===== config.mk =====
export PLATFORM = sky130hd
export DESIGN_NAME = dmem_bus_arbiter_flat
export DESIGN_NICKNAME = d
export VERILOG_FILES = /design/src/rtl/dmem_bus_arbiter_if.sv /design/src/rtl/dmem_bus_arbiter.sv /design/src/flat_wrapper.sv
export SDC_FILE = /design/constraint.sdc
export NUM_CORES = 1
export LEC_CHECK = 0
export BUFFER_PORTS_ARGS = -buffer_cell sky130_fd_sc_hd__buf_2
export CAP_MARGIN = 20
export CORE_AREA = 5 5 115 117
export DETAILED_ROUTE_END_ITERATION = 12
export DIE_AREA = 0 0 120 122
export GPL_TIMING_DRIVEN = 0
export PLACE_DENSITY_LB_ADDON = 0.3
export SYNTH_ARGS = -nofsm -noshare
export SYNTH_HDL_FRONTEND = slang
export SYNTH_SLANG_ARGS = --single-unit

===== constraint.sdc =====
create_clock -name clk -period 2 [get_ports clk]
set_clock_uncertainty 0.2 [all_clocks]
set_input_delay 0.1 -clock clk [delete_from_list [all_inputs] [get_ports clk]]
set_output_delay 0.1 -clock clk [all_outputs]
set_load 0.02 [all_outputs]

===== src/rtl/dmem_bus_arbiter_if.sv =====
// Bus bundle shared by the two requesters, the data-memory arbiter and the RAM.
// Lock inputs exist only when DMEM_ARB_LOCK_EN is defined.
interface dmem_bus_arbiter_if #(
  parameter int ADDR_W = 32,
  parameter int DATA_W = 32
);
  logic              m0_req;
  logic              m0_we;
  logic [ADDR_W-1:0] m0_addr;
  logic [DATA_W-1:0] m0_wdata;
  logic              m0_gnt;
  logic              m0_rvalid;
  logic [DATA_W-1:0] m0_rdata;

  logic              m1_req;
  logic              m1_we;
  logic [ADDR_W-1:0] m1_addr;
  logic [DATA_W-1:0] m1_wdata;
  logic              m1_gnt;
  logic              m1_rvalid;
  logic [DATA_W-1:0] m1_rdata;

  logic [ADDR_W-1:0] mem_address;
  logic [DATA_W-1:0] mem_write_data;
  logic              mem_write_enable;
  logic              mem_read_enable;
  logic [DATA_W-1:0] mem_read_data_in;

`ifdef DMEM_ARB_LOCK_EN
  logic              m0_lock;
  logic              m1_lock;
`endif

  modport slave (
    input  m0_req, m0_we, m0_addr, m0_wdata,
    output m0_gnt, m0_rvalid, m0_rdata,
    input  m1_req, m1_we, m1_addr, m1_wdata,
    output m1_gnt, m1_rvalid, m1_rdata,
    output mem_address, mem_write_data, mem_write_enable, mem_read_enable,
    input  mem_read_data_in
`ifdef DMEM_ARB_LOCK_EN
    , input m0_lock, m1_lock
`endif
  );

  modport master (
    output m0_req, m0_we, m0_addr, m0_wdata,
    input  m0_gnt, m0_rvalid, m0_rdata,
    output m1_req, m1_we, m1_addr, m1_wdata,
    input  m1_gnt, m1_rvalid, m1_rdata,
    input  mem_address, mem_write_data, mem_write_enable, mem_read_enable,
    output mem_read_data_in
`ifdef DMEM_ARB_LOCK_EN
    , output m0_lock, m1_lock
`endif
  );
endinterface


===== src/rtl/dmem_bus_arbiter.sv =====
// Round-robin arbiter with burst limit sharing one single-port data RAM between the core (M0) and a loader (M1).
// Define DMEM_ARB_LOCK_EN to let the current owner lock out the other master.
module dmem_bus_arbiter #(
  parameter int ADDR_W    = 32,
  parameter int DATA_W    = 32,
  parameter int MAX_BURST = 4
) (
  input  logic               clk,
  input  logic               reset,
  dmem_bus_arbiter_if.slave  bus
);
  localparam int CNT_W = $clog2(MAX_BURST + 1);
  localparam logic [CNT_W-1:0] MAX_CNT = CNT_W'(MAX_BURST);

  typedef enum logic [1:0] {IDLE, OWN0, OWN1} state_t;

  state_t           state_q, state_d;
  logic [CNT_W-1:0] burst_cnt_q, burst_cnt_d;
  logic             last_q, last_d;      // 1 = M1 was granted most recently
  logic             rvalid0_q, rvalid1_q;

  logic gnt0, gnt1;
  logic owner_m1, owner_lock, limit_hit;

  always_comb begin
    gnt0      = 1'b0;
    gnt1      = 1'b0;
    owner_m1  = (state_q == OWN1);
    limit_hit = (burst_cnt_q >= MAX_CNT);
`ifdef DMEM_ARB_LOCK_EN
    owner_lock = (state_q == OWN1) ? bus.m1_lock :
                 (state_q == OWN0) ? bus.m0_lock : 1'b0;
`else
    owner_lock = 1'b0;
`endif
    if (bus.m0_req && bus.m1_req) begin
      if (state_q == IDLE) begin
        gnt0 = last_q;
        gnt1 = ~last_q;
      end else if (!limit_hit || owner_lock) begin
        gnt0 = ~owner_m1;
        gnt1 = owner_m1;
      end else begin
        gnt0 = owner_m1;
        gnt1 = ~owner_m1;
      end
    end else begin
      gnt0 = bus.m0_req;
      gnt1 = bus.m1_req;
    end
  end

  always_comb begin
    state_d     = IDLE;
    burst_cnt_d = '0;
    last_d      = last_q;
    if (gnt0 || gnt1) begin
      state_d = gnt1 ? OWN1 : OWN0;
      last_d  = gnt1;
      if (state_q == state_d)
        burst_cnt_d = limit_hit ? burst_cnt_q : burst_cnt_q + CNT_W'(1);
      else
        burst_cnt_d = CNT_W'(1);
    end
  end

  always_ff @(posedge clk or posedge reset) begin
    if (reset) begin
      state_q     <= IDLE;
      burst_cnt_q <= '0;
      last_q      <= 1'b1;
      rvalid0_q   <= 1'b0;
      rvalid1_q   <= 1'b0;
    end else begin
      state_q     <= state_d;
      burst_cnt_q <= burst_cnt_d;
      last_q      <= last_d;
      rvalid0_q   <= gnt0 & ~bus.m0_we;
      rvalid1_q   <= gnt1 & ~bus.m1_we;
    end
  end

  assign bus.m0_gnt = gnt0;
  assign bus.m1_gnt = gnt1;

  assign bus.mem_address      = gnt1 ? bus.m1_addr  : (gnt0 ? bus.m0_addr  : '0);
  assign bus.mem_write_data   = gnt1 ? bus.m1_wdata : (gnt0 ? bus.m0_wdata : '0);
  assign bus.mem_write_enable = (gnt0 & bus.m0_we)  | (gnt1 & bus.m1_we);
  assign bus.mem_read_enable  = (gnt0 & ~bus.m0_we) | (gnt1 & ~bus.m1_we);

  // RAM output is already registered, so returned data is steered rather than re-registered.
  assign bus.m0_rvalid = rvalid0_q;
  assign bus.m1_rvalid = rvalid1_q;
  assign bus.m0_rdata  = rvalid0_q ? bus.mem_read_data_in : '0;
  assign bus.m1_rdata  = rvalid1_q ? bus.mem_read_data_in : '0;

`ifndef SYNTHESIS
  m0_req_held: assert property (@(posedge clk) disable iff (reset)
    (bus.m0_req && !bus.m0_gnt) |=> bus.m0_req);
  m1_req_held: assert property (@(posedge clk) disable iff (reset)
    (bus.m1_req && !bus.m1_gnt) |=> bus.m1_req);
`endif
endmodule

===== src/flat_wrapper.sv =====
// flat-port wrapper written by rule: the top's interface ports become plain ports
module dmem_bus_arbiter_flat 
#(
  parameter int ADDR_W    = 32,
  parameter int DATA_W    = 32,
  parameter int MAX_BURST = 4
)
  (clk, reset, bus_m0_req, bus_m0_we, bus_m0_addr, bus_m0_wdata, bus_m0_gnt, bus_m0_rvalid, bus_m0_rdata, bus_m1_req, bus_m1_we, bus_m1_addr, bus_m1_wdata, bus_m1_gnt, bus_m1_rvalid, bus_m1_rdata, bus_mem_address, bus_mem_write_data, bus_mem_write_enable, bus_mem_read_enable, bus_mem_read_data_in);
  dmem_bus_arbiter_if #(.ADDR_W(ADDR_W), .DATA_W(DATA_W)) bus_i ();
  input  logic clk;
  input  logic reset;
  input wire logic [$bits(bus_i.m0_req)-1:0] bus_m0_req;
  input wire logic [$bits(bus_i.m0_we)-1:0] bus_m0_we;
  input wire logic [$bits(bus_i.m0_addr)-1:0] bus_m0_addr;
  input wire logic [$bits(bus_i.m0_wdata)-1:0] bus_m0_wdata;
  output wire logic [$bits(bus_i.m0_gnt)-1:0] bus_m0_gnt;
  output wire logic [$bits(bus_i.m0_rvalid)-1:0] bus_m0_rvalid;
  output wire logic [$bits(bus_i.m0_rdata)-1:0] bus_m0_rdata;
  input wire logic [$bits(bus_i.m1_req)-1:0] bus_m1_req;
  input wire logic [$bits(bus_i.m1_we)-1:0] bus_m1_we;
  input wire logic [$bits(bus_i.m1_addr)-1:0] bus_m1_addr;
  input wire logic [$bits(bus_i.m1_wdata)-1:0] bus_m1_wdata;
  output wire logic [$bits(bus_i.m1_gnt)-1:0] bus_m1_gnt;
  output wire logic [$bits(bus_i.m1_rvalid)-1:0] bus_m1_rvalid;
  output wire logic [$bits(bus_i.m1_rdata)-1:0] bus_m1_rdata;
  output wire logic [$bits(bus_i.mem_address)-1:0] bus_mem_address;
  output wire logic [$bits(bus_i.mem_write_data)-1:0] bus_mem_write_data;
  output wire logic [$bits(bus_i.mem_write_enable)-1:0] bus_mem_write_enable;
  output wire logic [$bits(bus_i.mem_read_enable)-1:0] bus_mem_read_enable;
  input wire logic [$bits(bus_i.mem_read_data_in)-1:0] bus_mem_read_data_in;
  assign bus_i.m0_req = bus_m0_req;
  assign bus_i.m0_we = bus_m0_we;
  assign bus_i.m0_addr = bus_m0_addr;
  assign bus_i.m0_wdata = bus_m0_wdata;
  assign bus_m0_gnt = bus_i.m0_gnt;
  assign bus_m0_rvalid = bus_i.m0_rvalid;
  assign bus_m0_rdata = bus_i.m0_rdata;
  assign bus_i.m1_req = bus_m1_req;
  assign bus_i.m1_we = bus_m1_we;
  assign bus_i.m1_addr = bus_m1_addr;
  assign bus_i.m1_wdata = bus_m1_wdata;
  assign bus_m1_gnt = bus_i.m1_gnt;
  assign bus_m1_rvalid = bus_i.m1_rvalid;
  assign bus_m1_rdata = bus_i.m1_rdata;
  assign bus_mem_address = bus_i.mem_address;
  assign bus_mem_write_data = bus_i.mem_write_data;
  assign bus_mem_write_enable = bus_i.mem_write_enable;
  assign bus_mem_read_enable = bus_i.mem_read_enable;
  assign bus_i.mem_read_data_in = bus_mem_read_data_in;
  dmem_bus_arbiter #(.ADDR_W(ADDR_W), .DATA_W(DATA_W), .MAX_BURST(MAX_BURST)) u_core (.clk(clk), .reset(reset), .bus(bus_i));
endmodule

==> run_results.csv <==
group,metric,value,unit
detailed_routing,drc,0,
worst_setup_path,rr_startpoint,"u_core.state_q[1]",
global_routing,grt_remaining_overflow,0,
die,die-area,14640,um2
yosys,synthFlopType,"dfrtp_1",
pwr,total_power,1.868,mW
timing,rsz0062_at_grt,"true",
worst_setup_path,end_kind,"output pin",
yosys,ys_types,27,
yosys,syn_area,1594,um2
worst_setup_path,critPathMostFrequentCell,"buf_6",
worst_setup_path,critPathRequiredTime,1.70,ns
clock_tree,path_clk_slew,0.04,ns
global_routing,grt_pass1_wl,15.16,mm
placement,port_buffers,299,
worst_setup_path,worstPathArrival,1.95,ns
placement,dp_hpwl,9.158,mm
worst_setup_path,crit_chain,"mux2i_2 > o311a_4 > buf_6 > buf_6 > a22o_4 > buf_6",
cells_and_area,diodes,0,
yosys,syn_avg_cell_area,8.051,um2
timing,setup_slack,-0.2455,ns
outcome,outcome,"finished with violations",
cells_and_area,num-nets-final,688,
yosys,synth_edf_count,0,
clock_tree,root_buffer,"clkbuf_16",
yosys,syn_nets,366,
global_routing,groute.usage.overall,12.88,%
global_routing,grt_max_degree,11,
die,die_w,120,um
min_path,hold_path_depth,3,
worst_setup_path,cp-startpoint,"u_core.last_q",
worst_setup_path,critical_path.endpoint,"bus_mem_address[20]",
worst_setup_path,r2r.worst_path.cells,5,
die,rows,41,
timing,max_slew_margin,74.24,%
pwr,ir_drop,0.0001560,V
clock_tree,insertion_delay,0.23,ns
detailed_routing,drtIter0Drc,29,
yosys,ys_ff_latch,8,
yosys,yosysSeqAreaShare,12.64,%
worst_setup_path,cp-start-kind,"flop",
yosys,synthCells,198,
timing,finalSetupViolCount,67,
cells_and_area,area_growth,140.9,%
timing,period_minus_slack,2.246,ns
cells_and_area,nFillCells,1284,
detailed_routing,via_per_inst,4.245,
worst_setup_path,r2r_setup_slack,0.25,ns
die,core,12260,um2
timing,finalHoldViolCount,0,
clock_tree,htree_levels,1,
detailed_routing,route.vias.total,2840,
yosys,yosys_warnings,0,
worst_setup_path,rr_endpoint,"u_core.bus.m0_rvalid",
min_path,min_path_type,"input pin to flop",
clock_tree,cts_tree,"done",
placement,gp_congestion,0.7662,
die,initial_utilization,13.00,%
timing,tightestPinTransition,0.3864,ns
worst_setup_path,worst_path_max_delay_cell,"dfstp_2",
die,die_h,122,um
cells_and_area,drive_gt1_share,66.09,%
detailed_routing,routed_wirelength,10.43,mm
worst_setup_path,crit_fanout,10,
pwr,power_density,486.5,nW/um2
clock_tree,ctsLongestPathBuffers,2,
detailed_routing,drt_pass1_iterations,6,
die,num_io_pins,300,
clock_tree,numCtsBuffers,3,
yosys,async_flop_share,100.0,%
detailed_routing,drt-wirelength-per-cell,15.58,um
worst_setup_path,slowest_delay,0.56,ns
job,drv_cap,0,
placement,place_ws,-0.3611,ns
timing,min_period_over_period,112.3,%
worst_setup_path,path_class,"flop to output pin",
timing,max_clock_freq,0.4453,GHz
timing,slew_viol_final,0,
pwr,p_leak,2.266,nW
global_routing,grt_pass1_vias,2986,
outcome,violations,"setup timing",
global_routing,antenna_found_initial,0,
clock_tree,cts.sinks,8,
detailed_routing,final_antenna_net_count,0,
timing,finalSetupTns,-12.52,ns
power by group:
group / switching, mW / leakage (nW) / internal, mW
clock network: 0.0788 / 0.0382 / 0.265
logic: 0.688 / 2.13 / 0.636
registers: 0.0202 / 0.0983 / 0.181
cells in the mapped netlist, types with 2 or more instances:
cell | instances | area (um2)
inv_1 | 6 | 22.52
buf_4 | 3 | 22.52
and2_1 | 66 | 412.9
nand2_1 | 2 | 7.510
buf_2 | 8 | 40.04
o311a_1 | 3 | 30.03
clkbuf_1 | 9 | 33.78
a21oi_1 | 3 | 15.01
buf_6 | 3 | 33.78
nor2_1 | 3 | 11.26
nor3b_1 | 2 | 15.01
ha_1 | 2 | 25.02
a22o_1 | 66 | 578.1
mux2i_1 | 3 | 30.03
dfrtp_1 | 7 | 175.2
routing by layer:
metal	vias to the layer above	global-route usage (%)	wire, um
li1	1376	-	-
met1	1270	12.86	3556
met2	185	25.22	5474
met3	9	4.503	1243
met4	0	3.364	150
met5	-	0	0
per-stage QoR:
stage                     util, %  area (um2)  hold slack (ns)  instances
after floorplan                 -        1594          -0.2851        198
final                       31.32        3840           0.1069        669
after CTS                   31.00        3801           0.1018        665
after global placement      26.74        3278          -0.1338        647
after global routing        31.32        3840           0.1312        669
after detailed placement    26.74        3278          -0.1215        647
kinds of logic after synthesis:
| family | Yosys count | synth area share, % |
|---|---|---|
| adder cells (fa/ha/maj) | 2 | 1.570 |
| flip-flops | 8 | 12.64 |
| buffers and inverters | 29 | 9.576 |
| multiplexers | 3 | 1.884 |
| AND/OR/NAND/NOR | 82 | 34.22 |
| AO/OA/AOI/OAI | 74 | 40.11 |
cell usage in the layout, fill, tap and decap left out, types with 3 or more instances in the layout:
cell           count
buf_6             42
inv_1              6
and2_1            66
clkbuf_1           7
dfrtp_1            6
a21oi_1            3
nor2_1             3
buf_2            262
buf_4             18
dlygate4sd3_1      4
clkbuf_16          3
a22o_1            64
sequential cells by signal (all words and copies together) (netlist names):
signal and cells:
u_core.last_q 1, u_core.bus.m0_rvalid 1, u_core.burst_cnt_q 3, u_core.bus.m1_rvalid 1, u_core.state_q 2
worst max-delay path, delay by kind of cell (launching register included):
family,cells,cell delay [ns]
compound gates,2,0.60
flops,1,0.56
buf+inv,3,0.43
mux,1,0.11
area by class of cell:
cell class              instances  area, um2  share of cell area (%)
multi-input cells             161       1277                   33.27
clock buffers                   4      78.83                   2.053
inverters                       6      22.52                  0.5865
well taps                     150      187.7                   4.888
repair buffers                317       1877                   48.88
flip-flops and latches          8      202.7                   5.279
plain buffers                  23      193.9                   5.051
worst min path at each step:
stage,start,end,slack [ns]
global route,bus_m1_req,u_core.state_q[1],0.13
detailed placement,reset,u_core.bus.m1_rvalid,-0.12
floorplan,reset,u_core.burst_cnt_q[0],-0.29
CTS,bus_m1_req,u_core.state_q[1],0.10
global placement,reset,u_core.bus.m0_rvalid,-0.13
finish,bus_m1_req,u_core.state_q[1],0.11
timing repair:
action	CTS	global route
hold endpoints to repair	11	0
pin swaps	32	1
cloned	1	0
hold buffers	4	0
endpoints found under the setup margin	69	68
setup buffers	9	4
gates resized for setup	97	3
Note: power is estimated with default switching activity, not from simulation.
